`config.mk`:
```
export PLATFORM = sky130hd
export DESIGN_NAME = wbm_host_seq_flat
export DESIGN_NICKNAME = d
export VERILOG_FILES = /design/src/rtl/wbm_host_seq_if.sv /design/src/rtl/wbm_host_seq.sv /design/src/flat_wrapper.sv
export SDC_FILE = /design/constraint.sdc
export NUM_CORES = 1
export LEC_CHECK = 0
export CORE_MARGIN = 4
export CORE_UTILIZATION = 44
export DETAILED_ROUTE_END_ITERATION = 7
export PLACE_DENSITY_LB_ADDON = 0.2
export REMOVE_ABC_BUFFERS = 1
export SYNTH_ARGS = -nofsm -noshare
export SYNTH_HDL_FRONTEND = slang
export SYNTH_SLANG_ARGS = --single-unit
```
`constraint.sdc`:
```
create_clock -name clk -period 3.6 [get_ports clk]
set_input_delay 0.9 -clock clk [delete_from_list [all_inputs] [get_ports clk]]
set_output_delay 0.9 -clock clk [all_outputs]
set_load 0.02 [all_outputs]
```
`src/rtl/wbm_host_seq_if.sv`:
```
// wbm_host_seq_if: 32-bit Wishbone classic bus between the host sequencer (master) and the slave controller
// Signals: wbm_cyc_o/stb_o/we_o/sel_o/adr_o/dat_o driven by the master; wbm_dat_i/ack_i driven by the slave.
interface wbm_host_seq_if #(parameter int ADDR_W = 32);
  logic              wbm_cyc_o;
  logic              wbm_stb_o;
  logic              wbm_we_o;
  logic [3:0]        wbm_sel_o;
  logic [ADDR_W-1:0] wbm_adr_o;
  logic [31:0]       wbm_dat_o;
  logic [31:0]       wbm_dat_i;
  logic              wbm_ack_i;
  modport master(output wbm_cyc_o, wbm_stb_o, wbm_we_o, wbm_sel_o, wbm_adr_o, wbm_dat_o, input wbm_dat_i, wbm_ack_i);
  modport slave(input wbm_cyc_o, wbm_stb_o, wbm_we_o, wbm_sel_o, wbm_adr_o, wbm_dat_o, output wbm_dat_i, wbm_ack_i);
endinterface

```
`src/rtl/wbm_host_seq.sv`:
```
// wbm_host_seq: sequences host commands into Wishbone classic beats, splitting 64-bit accesses into lo/hi 32-bit beats
// Ports: clk, rst_n (async active-low); cmd_valid/cmd_ready/cmd_we/cmd_wide/cmd_adr/cmd_wdata command in;
//        rsp_valid/rsp_ready/rsp_rdata/rsp_err response out; wb (master modport) Wishbone bus.
// Build option: define WBM_TIMEOUT_EN to abort a beat after TIMEOUT_CYCLES cycles without ack (rsp_err=1).
module wbm_host_seq #(
  parameter int ADDR_W         = 32,
  parameter int TIMEOUT_CYCLES = 16
) (
  input  logic                clk,
  input  logic                rst_n,
  input  logic                cmd_valid,
  output logic                cmd_ready,
  input  logic                cmd_we,
  input  logic                cmd_wide,
  input  logic [ADDR_W-1:0]   cmd_adr,
  input  logic [63:0]         cmd_wdata,
  output logic                rsp_valid,
  input  logic                rsp_ready,
  output logic [63:0]         rsp_rdata,
  output logic                rsp_err,
  wbm_host_seq_if.master      wb
);
  typedef enum logic [2:0] {IDLE, BEAT_LO, GAP, BEAT_HI, RESP} state_t;
  state_t state_q, state_d;
  logic cyc_q, cyc_d, stb_q, stb_d, we_q, we_d, wide_q, wide_d, rsp_valid_q, rsp_valid_d, err_q, err_d;
  logic [3:0] sel_q, sel_d;
  logic [ADDR_W-1:0] adr_q, adr_d;
  logic [31:0] dat_q, dat_d, hi_q, hi_d;
  logic [63:0] rdata_q, rdata_d;
  logic in_beat, expired;
  assign in_beat = (state_q == BEAT_LO) || (state_q == BEAT_HI);
`ifdef WBM_TIMEOUT_EN
  localparam int TW = $clog2(TIMEOUT_CYCLES + 1);
  logic [TW-1:0] tmo_q, tmo_d;
  // counter holds the number of ack-less cycles already spent in this beat
  assign expired = tmo_q == TW'(TIMEOUT_CYCLES - 1);
  assign tmo_d   = in_beat ? tmo_q + 1'b1 : '0;
  always_ff @(posedge clk or negedge rst_n)
    if (!rst_n) tmo_q <= '0;
    else        tmo_q <= tmo_d;
`else
  assign expired = 1'b0;
`endif
  always_comb begin
    state_d     = state_q;
    cyc_d       = cyc_q;
    stb_d       = stb_q;
    we_d        = we_q;
    sel_d       = sel_q;
    adr_d       = adr_q;
    dat_d       = dat_q;
    hi_d        = hi_q;
    wide_d      = wide_q;
    rdata_d     = rdata_q;
    rsp_valid_d = rsp_valid_q;
    err_d       = err_q;
    unique case (state_q)
      IDLE: if (cmd_valid) begin
        state_d = BEAT_LO;
        cyc_d   = 1'b1;
        stb_d   = 1'b1;
        we_d    = cmd_we;
        sel_d   = 4'hF;
        adr_d   = cmd_adr & ~ADDR_W'(cmd_wide ? 7 : 3);
        dat_d   = cmd_wdata[31:0];
        hi_d    = cmd_wdata[63:32];
        wide_d  = cmd_wide;
        rdata_d = '0;
        err_d   = 1'b0;
      end
      BEAT_LO, BEAT_HI: if (wb.wbm_ack_i || expired) begin
        stb_d = 1'b0;
        if (!wb.wbm_ack_i) begin
          rdata_d = '0;
          err_d   = 1'b1;
        end else if (state_q == BEAT_LO) rdata_d[31:0] = we_q ? 32'h0 : wb.wbm_dat_i;
        else rdata_d[63:32] = we_q ? 32'h0 : wb.wbm_dat_i;
        if (wb.wbm_ack_i && state_q == BEAT_LO && wide_q) state_d = GAP;
        else begin
          state_d     = RESP;
          cyc_d       = 1'b0;
          we_d        = 1'b0;
          sel_d       = 4'h0;
          rsp_valid_d = 1'b1;
        end
      end
      GAP: begin
        state_d = BEAT_HI;
        stb_d   = 1'b1;
        adr_d   = adr_q | ADDR_W'(4);
        dat_d   = hi_q;
      end
      RESP: if (rsp_ready) begin
        state_d     = IDLE;
        rsp_valid_d = 1'b0;
      end
      default: state_d = IDLE;
    endcase
  end
  always_ff @(posedge clk or negedge rst_n)
    if (!rst_n) begin
      state_q     <= IDLE;
      cyc_q       <= 1'b0;
      stb_q       <= 1'b0;
      we_q        <= 1'b0;
      sel_q       <= 4'h0;
      adr_q       <= '0;
      dat_q       <= '0;
      hi_q        <= '0;
      wide_q      <= 1'b0;
      rdata_q     <= '0;
      rsp_valid_q <= 1'b0;
      err_q       <= 1'b0;
    end else begin
      state_q     <= state_d;
      cyc_q       <= cyc_d;
      stb_q       <= stb_d;
      we_q        <= we_d;
      sel_q       <= sel_d;
      adr_q       <= adr_d;
      dat_q       <= dat_d;
      hi_q        <= hi_d;
      wide_q      <= wide_d;
      rdata_q     <= rdata_d;
      rsp_valid_q <= rsp_valid_d;
      err_q       <= err_d;
    end
  // qualified by rst_n so the host never sees ready while reset is held
  assign cmd_ready    = rst_n && (state_q == IDLE);
  assign rsp_valid    = rsp_valid_q;
  assign rsp_rdata    = rdata_q;
  assign rsp_err      = err_q;
  assign wb.wbm_cyc_o = cyc_q;
  assign wb.wbm_stb_o = stb_q;
  assign wb.wbm_we_o  = we_q;
  assign wb.wbm_sel_o = sel_q;
  assign wb.wbm_adr_o = adr_q;
  assign wb.wbm_dat_o = dat_q;
endmodule

```
`src/flat_wrapper.sv`:
```
// flat-port wrapper written by rule: the top's interface ports become plain ports
module wbm_host_seq_flat 
#(
  parameter int ADDR_W         = 32,
  parameter int TIMEOUT_CYCLES = 16
)
  (clk, rst_n, cmd_valid, cmd_ready, cmd_we, cmd_wide, cmd_adr, cmd_wdata, rsp_valid, rsp_ready, rsp_rdata, rsp_err, wb_wbm_cyc_o, wb_wbm_stb_o, wb_wbm_we_o, wb_wbm_sel_o, wb_wbm_adr_o, wb_wbm_dat_o, wb_wbm_dat_i, wb_wbm_ack_i);
  wbm_host_seq_if #(.ADDR_W(ADDR_W)) wb_i ();
  input  logic clk;
  input  logic rst_n;
  input  logic cmd_valid;
  output logic cmd_ready;
  input  logic cmd_we;
  input  logic cmd_wide;
  input  logic [ADDR_W-1:0] cmd_adr;
  input  logic [63:0] cmd_wdata;
  output logic rsp_valid;
  input  logic rsp_ready;
  output logic [63:0] rsp_rdata;
  output logic rsp_err;
  output wire logic [$bits(wb_i.wbm_cyc_o)-1:0] wb_wbm_cyc_o;
  output wire logic [$bits(wb_i.wbm_stb_o)-1:0] wb_wbm_stb_o;
  output wire logic [$bits(wb_i.wbm_we_o)-1:0] wb_wbm_we_o;
  output wire logic [$bits(wb_i.wbm_sel_o)-1:0] wb_wbm_sel_o;
  output wire logic [$bits(wb_i.wbm_adr_o)-1:0] wb_wbm_adr_o;
  output wire logic [$bits(wb_i.wbm_dat_o)-1:0] wb_wbm_dat_o;
  input wire logic [$bits(wb_i.wbm_dat_i)-1:0] wb_wbm_dat_i;
  input wire logic [$bits(wb_i.wbm_ack_i)-1:0] wb_wbm_ack_i;
  assign wb_wbm_cyc_o = wb_i.wbm_cyc_o;
  assign wb_wbm_stb_o = wb_i.wbm_stb_o;
  assign wb_wbm_we_o = wb_i.wbm_we_o;
  assign wb_wbm_sel_o = wb_i.wbm_sel_o;
  assign wb_wbm_adr_o = wb_i.wbm_adr_o;
  assign wb_wbm_dat_o = wb_i.wbm_dat_o;
  assign wb_i.wbm_dat_i = wb_wbm_dat_i;
  assign wb_i.wbm_ack_i = wb_wbm_ack_i;
  wbm_host_seq #(.ADDR_W(ADDR_W), .TIMEOUT_CYCLES(TIMEOUT_CYCLES)) u_core (.clk(clk), .rst_n(rst_n), .cmd_valid(cmd_valid), .cmd_ready(cmd_ready), .cmd_we(cmd_we), .cmd_wide(cmd_wide), .cmd_adr(cmd_adr), .cmd_wdata(cmd_wdata), .rsp_valid(rsp_valid), .rsp_ready(rsp_ready), .rsp_rdata(rsp_rdata), .rsp_err(rsp_err), .wb(wb_i));
endmodule
```
==> results.yml, run 1 <==
cts:
  clkSinkCount: 166
  clk_pin_slew_ns: 0.07
  h-tree-depth: 4
  clkLatencyLatePin_ns: 0.41
  cts_tree: "built"
  cts_made_buffers: 17
  hold_buffers: 0
  post_cts_resized: 0
  cts_buffer_depth: 2
  postCtsSetupRepairBufs: 0
  cts_root_buffer: "clkbuf_16"
finish:
  antennaDiodeCount: 0
  design_area_um2: 10130
  area_delta_synth_final_pct: 49.62
  layout.nets: 856
  drive_above_1_share: 0.2278
  final.fill_count: 1096
sta:
  drv_slew: 0
  holdWs_ns: 0.3001
  timing.final.crit_share: 0.8161
  slew_headroom: 0.3550
  hold_violations: 0
  setup_viol: 0
  worst_slew_pin_slew_ns: 0.9675
  fin_ws_ns: 0.6621
  min_period_ns: 2.938
  grt_setup_unrepaired: "no"
  max_freq_mhz: 340.4
  skew_ns: 0.008367
route:
  routed_wl_um: 17340
  wl_per_cell_um: 18.82
  dr_total_vias: 4723
  drtIter0Drc: 224
  drc: 0
  first_pass_iters: 4
  antenna_left: 0
  via_per_inst: 5.128
global_route:
  grt_pass1_wl_um: 28110
  grt_max_degree: 99
  antenna_found_initial: 0
  first_global_vias: 5279
  grt_overflow_total: 0
  grtUsageTotal: 0.2019
synthesis:
  syn_inst: 462
  async_reset_ff_frac: 1.000
  ys_ff_latch: 166
  synth_most_common_cell: "dfrtp_1"
  ys_warn_count: 0
  synth-seq-area-share: 0.6138
  synth_cell_types: 35
  syn_area_per_cell_um2: 14.65
  synth_top_area_share: 0.6138
  syn_area_um2: 6768
  synth_edf_count: 0
  netlist_top_cells_area: "dfrtp_1, mux2_2, and2_1"
  ys_top_cells_by_count: "dfrtp_1, mux2_2, and2_1"
  synth_top_area_cell: "dfrtp_1"
  synth_flop_cell: "dfrtp_1"
critical_path:
  cp-end-kind: "output pin"
  cp_max_fo: 16
  rr_worst_depth: 4
  worstSetupStartpointType: "flip-flop"
  r2r-end: "u_core.rsp_rdata[36]"
  reg2reg_setup_slack_ns: 1.49
  arrival_ns: 2.04
  r2r_start: "u_core.state_q[0]"
  crit_type: "reg -> out"
  worstPathRequired_ns: 2.70
worst_hold_path:
  hold_path_class: "in -> async"
floorplan:
  io_pins: 273
  dieArea_um2: 17430
  die_x_um: 132.0
  die_height_um: 132.0
  rows: 45
  start_util: 0.4468
  coreArea_um2: 15150
outcome:
  status: "completed"
power:
  p_per_area_nw_per_um2: 922.0
  peakVddDrop_uv: 479.2
  p_leak_nw: 4.386
place:
  dpl_cell_area_um2: 9547
  pre_cts_slack_ns: 0.6018
  dp_hpwl_um: 12140
  io_buffers: 267
  gp_congestion: 0.7613
run:
  maxCapViolCount: 0
==> logic make-up (layout without fill, tap and decap cells) <==
logic type / count (synthesis) / in the layout / synth area share
DFF: 166 / 166 / 0.6138
muxes: 127 / 127 / 0.2111
AOI/OAI and AO/OA: 43 / 43 / 0.05972
other: 1 / 3 / 0.0005541
buffers and inverters: 39 / 308 / 0.03402
and+or+nand+nor: 86 / 86 / 0.08079
==> sequential cells by signal (all words and copies together), names as in the netlist <==
name / cells
u_core.hi_q: 32
u_core.rsp_rdata: 64
u_core.rsp_valid: 1
u_core.state_q: 3
u_core.wb.wbm_adr_o: 30
u_core.wb.wbm_dat_o: 32
u_core.wb.wbm_sel_o: 1
u_core.wb.wbm_stb_o: 1
u_core.wb.wbm_we_o: 1
u_core.wide_q: 1
==> cells in the final DEF, fill, tap and decap left out, drive strengths merged, types with 2 or more instances in the layout <==
| master | Yosys | layout |
|---|---|---|
| a221o | 32 | 32 |
| nor2b | 2 | 2 |
| nor3 | 2 | 2 |
| inv | 2 | 4 |
| buf | 27 | 9 |
| clkbuf | 10 | 19 |
| bufinv | 0 | 2 |
| a21oi | 2 | 2 |
| nor2 | 4 | 4 |
| clkinv | 0 | 6 |
| nand3 | 2 | 2 |
| clkdlybuf4s50 | 0 | 266 |
| nand2 | 4 | 4 |
| conb | 1 | 3 |
| o211ai | 2 | 2 |
| nor4b | 2 | 2 |
| mux2 | 126 | 126 |
| nor3b | 3 | 3 |
| dfrtp | 166 | 166 |
| clkinvlp | 0 | 2 |
| and2 | 64 | 64 |
==> worst max-delay path by stage <==
stage / from / end / slack [ns] / depth (start not counted)
after floorplan: cmd_valid / u_core.hi_q[0] / -0.69 / 2
after global placement: cmd_valid / u_core.rsp_rdata[52] / 0.65 / 5
after detailed placement: cmd_valid / u_core.rsp_rdata[36] / 0.60 / 5
after CTS: u_core.state_q[2] / cmd_ready / 0.63 / 2
after global routing: u_core.state_q[2] / cmd_ready / 0.56 / 2
final: u_core.state_q[2] / cmd_ready / 0.66 / 2
==> per-layer routing <==
metal  routed length [um]  up-vias  GRT usage
li1                     -     2155          -
met1                 6934     2348     0.2405
met2                 8440      194     0.3324
met3                 1611       26    0.08397
met4                  350        0    0.06826
met5                    0        -          0
==> critical path, cell delays in order (launching register included) <==
cell	delay [ns]
dfrtp_1	0.60
nor4b_1	0.34
clkdlybuf4s50_1	0.69
==> area by class of cell <==
| class | instances | area (um^2) | area share |
|---|---|---|---|
| Clock buffer | 19 | 452.9 | 0.04473 |
| Clock inverter | 12 | 126.4 | 0.01248 |
| Inverter | 2 | 7.507 | 0.0007414 |
| Multi-Input combinational cell | 259 | 2404 | 0.2374 |
| Sequential cell | 166 | 4154 | 0.4102 |
| Tap cell | 188 | 235.2 | 0.02323 |
| Timing Repair Buffer | 275 | 2746 | 0.2712 |
==> report_power, final <==
part	switching (mW)	leakage, nW	internal (mW)
Sequential	0.502	2.08	2.72
Clock	0.726	0.285	1.05
Combinational	2.02	2.02	2.31
==> stage by stage <==
step / std cells / util / TNS, ns / total power [mW]
after floorplan: 427 / - / -63.65 / 5.557
after global placement: 890 / 0.6303 / 0 / 7.458
after detailed placement: 890 / 0.6303 / 0 / 7.627
after CTS: 921 / 0.6686 / 0 / 9.450
after global routing: 921 / 0.6686 / 0 / 9.857
final: 921 / 0.6686 / 0 / 9.336
(Power assumes the default switching activity.)
==> run 2, diff against run 1 <==
Settings changed: CORE_UTILIZATION 44 to 39.
Clock period 3.6 ns to 2.7 ns, I/O delays scaled along.
==> run 2 against run 1 <==
Compared with the run above: via count up 0.68%; clock skew down 0.0019 ns; critical path depth unchanged; final cell count up 4.1%; global-route usage down 2.2 points; sequential power up 31%; die area up 12%; largest power group unchanged.
==> results.yml, run 2 (synthesized netlist as in run 1, its figures left out) <==
global_route:
  grt_max_degree: 167
  first_global_vias: 5239
  grt_overflow_total: 0
  antenna_found_initial: 0
  grtUsageTotal: 0.1800
  grt_pass1_wl_um: 28080
route:
  drtIter0Drc: 155
  dr_total_vias: 4755
  drc: 0
  antenna_left: 0
  first_pass_iters: 6
  wl_per_cell_um: 18.25
  via_per_inst: 4.958
  routed_wl_um: 17500
place:
  pre_cts_slack_ns: 0.1976
  io_buffers: 267
  gp_congestion: 0.7802
  dp_cells: 927
  dp_hpwl_um: 12200
floorplan:
  rows: 47
  io_pins: 273
  start_util: 0.4024
  dieArea_um2: 19520
  die_height_um: 139.7
  die_x_um: 139.7
  coreArea_um2: 16820
sta:
  setup_viol: 0
  drv_slew: 0
  grt_setup_unrepaired: "no"
  slew_headroom: 0.3894
  min_period_ns: 2.516
  worst_slew_pin_slew_ns: 0.9159
  fin_ws_ns: 0.1843
  max_freq_mhz: 397.5
  holdWs_ns: 0.3798
  timing.final.crit_share: 0.9317
  hold_violations: 0
  skew_ns: 0.006514
  setup_tns_ns: 0
critical_path:
  critical-path-top-delay-family: "buffers and inverters"
  path_cells: "nor4b_1 > clkdlybuf4s50_1"
  cp-end-kind: "output pin"
  slowest_delay_ns: 0.70
  cp_num_cells: 2
  worstPathRequired_ns: 2.03
  worstSetupStartpoint: "u_core.state_q[0]"
  rr_worst_depth: 5
  crit_end: "cmd_ready"
  cp_slowest_cell: "clkdlybuf4s50_1"
  r2r_start: "u_core.state_q[0]"
  crit_type: "reg -> out"
  r2r-end: "u_core.rsp_rdata[56]"
  worstSetupStartpointType: "flip-flop"
  reg2reg_setup_slack_ns: 0.77
  arrival_ns: 1.84
  critical_path_buf_inv_count: 1
  cp_max_fo: 2
cts:
  cts_made_buffers: 17
  cts_buffer_depth: 2
  cts_tree: "built"
  clk_pin_slew_ns: 0.06
  cts_root_buffer: "clkbuf_16"
  hold_buffers: 0
  clkSinkCount: 166
  h-tree-depth: 4
  clkLatencyLatePin_ns: 0.42
  post_cts_resized: 0
  postCtsSetupRepairBufs: 0
finish:
  layout.nets: 861
  antennaDiodeCount: 0
  area_delta_synth_final_pct: 51.29
  layout_common_cells: "clkdlybuf4s50_1, dfrtp_1, mux2_2"
  layout_commonest_cell: "clkdlybuf4s50_1"
  drive_above_1_share: 0.2341
  largest_reg_flops: 64
  instances_no_fill: 959
power:
  sw_frac_of_total: 0.3494
  pwr-share-seq: 0.336
  p_leak_nw: 4.417
  power.share.clock: 0.192
  peakVddDrop_uv: 560.3
  intPower_mw: 8.160
  p_per_area_nw_per_um2: 1225
  p_comb_frac: 0.471
  power_mw: 12.54
  p_sw_mw: 4.383
run:
  maxCapViolCount: 0
worst_hold_path:
  hold_path_class: "in -> async"
outcome:
  status: "completed"
## run 2: worst reg2reg max path: stages, from the launching register on
cell and delay (ns):
dfrtp_1 0.38, buf_4 0.18, or3b_1 0.46, a21oi_4 0.18, buf_12 0.23, mux2_2 0.38
## run 2: routing by layer
layer,vias up,part of all wire,wire length [um],track usage
li1,2169,-,-,-
met1,2370,0.41,7112,0.2138
met2,204,0.48,8463,0.2975
met3,12,0.099,1739,0.07684
met4,0,0.011,190,0.05558
met5,-,0,0,0
## run 2: power groups by stage
| stage | sequential [mW] | combinational, mW | clock (mW) |
|---|---|---|---|
| 2_1_floorplan | 5.27 | 2.14 | 0 |
| 3_3_place_gp | 4.19 | 5.86 | 0 |
| 3_5_place_dp | 4.25 | 5.99 | 0 |
| 4_1_cts | 4.23 | 6.00 | 2.50 |
| 5_1_grt | 4.37 | 6.29 | 2.60 |
| 6_report | 4.22 | 5.91 | 2.41 |
## run 2: worst min path at each step
| stage | start | to | slack (ns) | cells after the start |
|---|---|---|---|---|
| final | rst_n | u_core.wb.wbm_sel_o[2] | 0.38 | 2 |
| after global routing | u_core.hi_q[2] | u_core.hi_q[2] | 0.51 | 1 |
| after CTS | rst_n | u_core.rsp_rdata[53] | 0.48 | 2 |
| after detailed placement | u_core.rsp_rdata[29] | u_core.rsp_rdata[29] | 0.48 | 1 |
| after global placement | u_core.rsp_rdata[29] | u_core.rsp_rdata[29] | 0.47 | 1 |
| after floorplan | rst_n | u_core.hi_q[0] | 0.38 | 0 |
## run 2: final cells by class
class                           count  area [um^2]
Fill cell                        1333         6580
Sequential cell                   166         4154
Timing Repair Buffer              280         2809
Multi-Input combinational cell    259         2404
Clock buffer                       18        439.2
Tap cell                          220        275.3
Clock inverter                     14        150.1
Inverter                            2        7.507
## run 2: stage by stage
stage,util,instance area (um^2)
after global placement,0.5737,9649
after floorplan,-,6553
after CTS,0.6088,10240
after detailed placement,0.5737,9649
after global routing,0.6088,10240
final,0.6088,10240
==> run 3, diff against run 2 <==
Settings changed: SETUP_SLACK_MARGIN set to 0.1.
==> run 3 against run 2 <==
Compared with the run above: combinational power about the same; global-route usage unchanged; final cell count stayed put; worst hold slack worse by 0.00092 ns; largest cell class unchanged.
==> results.yml, run 3 (synthesized netlist as in run 1, its figures left out) <==
route:
  routed_wl_um: 17500
  top_layer: "met4"
  dr_total_vias: 4759
  drc: 0
  wl_per_cell_um: 18.25
  wl_met1_um: 7113
  first_pass_iters: 4
  via_per_inst: 4.962
  drtIter0Drc: 143
  antenna_left: 0
  dr_wl_met3_um: 1735
  met2_length_um: 8459
floorplan:
  start_util: 0.4024
  die_x_um: 139.7
  die_height_um: 139.7
  io_pins: 273
  rows: 47
  coreArea_um2: 16820
  dieArea_um2: 19520
cts:
  clkSinkCount: 166
  clk_pin_slew_ns: 0.06
  cts_tree: "built"
  cts_root_buffer: "clkbuf_16"
  cts_made_buffers: 17
  clkLatencyLatePin_ns: 0.42
  cts_buffer_depth: 2
  h-tree-depth: 4
  postCtsSetupRepairBufs: 0
finish:
  ff_latch_area_um2: 4154
  multi_input_area_um2: 2404
  drive_above_1_share: 0.2341
  antennaDiodeCount: 0
  final_core_util: 0.6089
  instances_no_fill: 959
  largest_reg_flops: 64
  area_delta_synth_final_pct: 51.32
  layout_commonest_cell: "clkdlybuf4s50_1"
  layout_common_cells: "clkdlybuf4s50_1, dfrtp_1, mux2_2"
  final.fill_count: 1334
  layout.nets: 861
critical_path:
  cp_max_fo: 7
  critical_path_buf_inv_count: 1
  r2r-end: "u_core.rsp_rdata[56]"
  worstPathRequired_ns: 2.03
  slowest_delay_ns: 0.66
  reg2reg_setup_slack_ns: 0.77
  crit_type: "reg -> out"
  worstSetupStartpointType: "flip-flop"
  cp_slowest_cell: "clkdlybuf4s50_1"
  path_cells: "clkdlybuf4s50_1"
  cp-end-kind: "output pin"
  arrival_ns: 1.52
  critical-path-top-delay-family: "buffers and inverters"
  r2r_start: "u_core.state_q[0]"
  rr_worst_depth: 5
power:
  p_leak_nw: 4.432
  power.share.clock: 0.192
  p_sw_mw: 4.382
  peakVddDrop_uv: 560.0
  pwr-share-seq: 0.337
  sw_frac_of_total: 0.3494
  intPower_mw: 8.159
  power_mw: 12.54
  p_per_area_nw_per_um2: 1225
  p_comb_frac: 0.471
sta:
  setup_tns_ns: 0
  grt_setup_unrepaired: "no"
  holdWs_ns: 0.3789
  max_freq_mhz: 455.4
  timing.final.crit_share: 0.8133
  setup_viol: 0
  hold_violations: 0
  min_period_ns: 2.196
  slew_headroom: 0.3869
  drv_slew: 0
  skew_ns: 0.006514
  worst_slew_pin_slew_ns: 0.9196
global_route:
  antenna_found_initial: 0
  first_global_vias: 5239
  grt_max_degree: 167
  grt_overflow_total: 0
  grtUsageTotal: 0.1800
  grt_pass1_wl_um: 28080
outcome:
  status: "completed"
place:
  gp_congestion: 0.7802
  dp_hpwl_um: 12200
  dp_cells: 927
  io_buffers: 267
run:
  maxCapViolCount: 0
worst_hold_path:
  hold_path_class: "in -> async"
## run 3: cell count changes in the layout (fill, tap and decap cells not counted)
cell / change
clkdlybuf4s50_1: -1
dlymetal6s2s_1: +1
## run 3: timing repair
| item | in CTS | in global routing |
|---|---|---|
| hold buffers | 0 | 0 |
| resized for setup | 0 | 1 |
| setup endpoints to repair | 0 | 1 |
## run 3: how the worst max path moves through the flow
stage | from | endpoint | slack [ns] | depth (start not counted)
finish | u_core.wb.wbm_sel_o[2] | wb_wbm_sel_o[1] | 0.50 | 1
global route | u_core.wb.wbm_sel_o[2] | wb_wbm_sel_o[1] | 0.44 | 1
CTS | u_core.state_q[0] | cmd_ready | 0.14 | 2
detailed placement | cmd_valid | u_core.rsp_rdata[56] | 0.20 | 5
global placement | cmd_valid | u_core.rsp_rdata[39] | 0.24 | 5
floorplan | cmd_valid | u_core.hi_q[0] | -1.37 | 2
## run 3: per-layer routing
layer,GRT usage,vias to the layer above
li1,-,2168
met5,0,-
met4,0.05558,0
met1,0.2138,2371
met3,0.07684,14
met2,0.2975,206
## run 3: power groups by stage
stage / Combinational (mW) / Clock (mW) / Sequential, mW
6_report: 5.91 / 2.41 / 4.22
3_5_place_dp: 5.99 / 0 / 4.25
5_1_grt: 6.28 / 2.60 / 4.37
4_1_cts: 6.00 / 2.50 / 4.23
2_1_floorplan: 2.14 / 0 / 5.27
3_3_place_gp: 5.86 / 0 / 4.19
## run 3: per-stage QoR
step | setup slack [ns] | instance area [um^2]
after floorplan | -1.365 | 6553
after global placement | 0.2379 | 9649
after detailed placement | 0.1976 | 9649
after CTS | 0.1418 | 10240
after global routing | 0.4388 | 10240
final | 0.5040 | 10240
## run 3: layout make-up
class,count,area share
sequential,166,0.4056
inverter,2,0.0007330
clock buffer,18,0.04288
clock inverter,14,0.01466
tap,220,0.02688
timing repair buffer,280,0.2745
multi-input combinational,259,0.2347
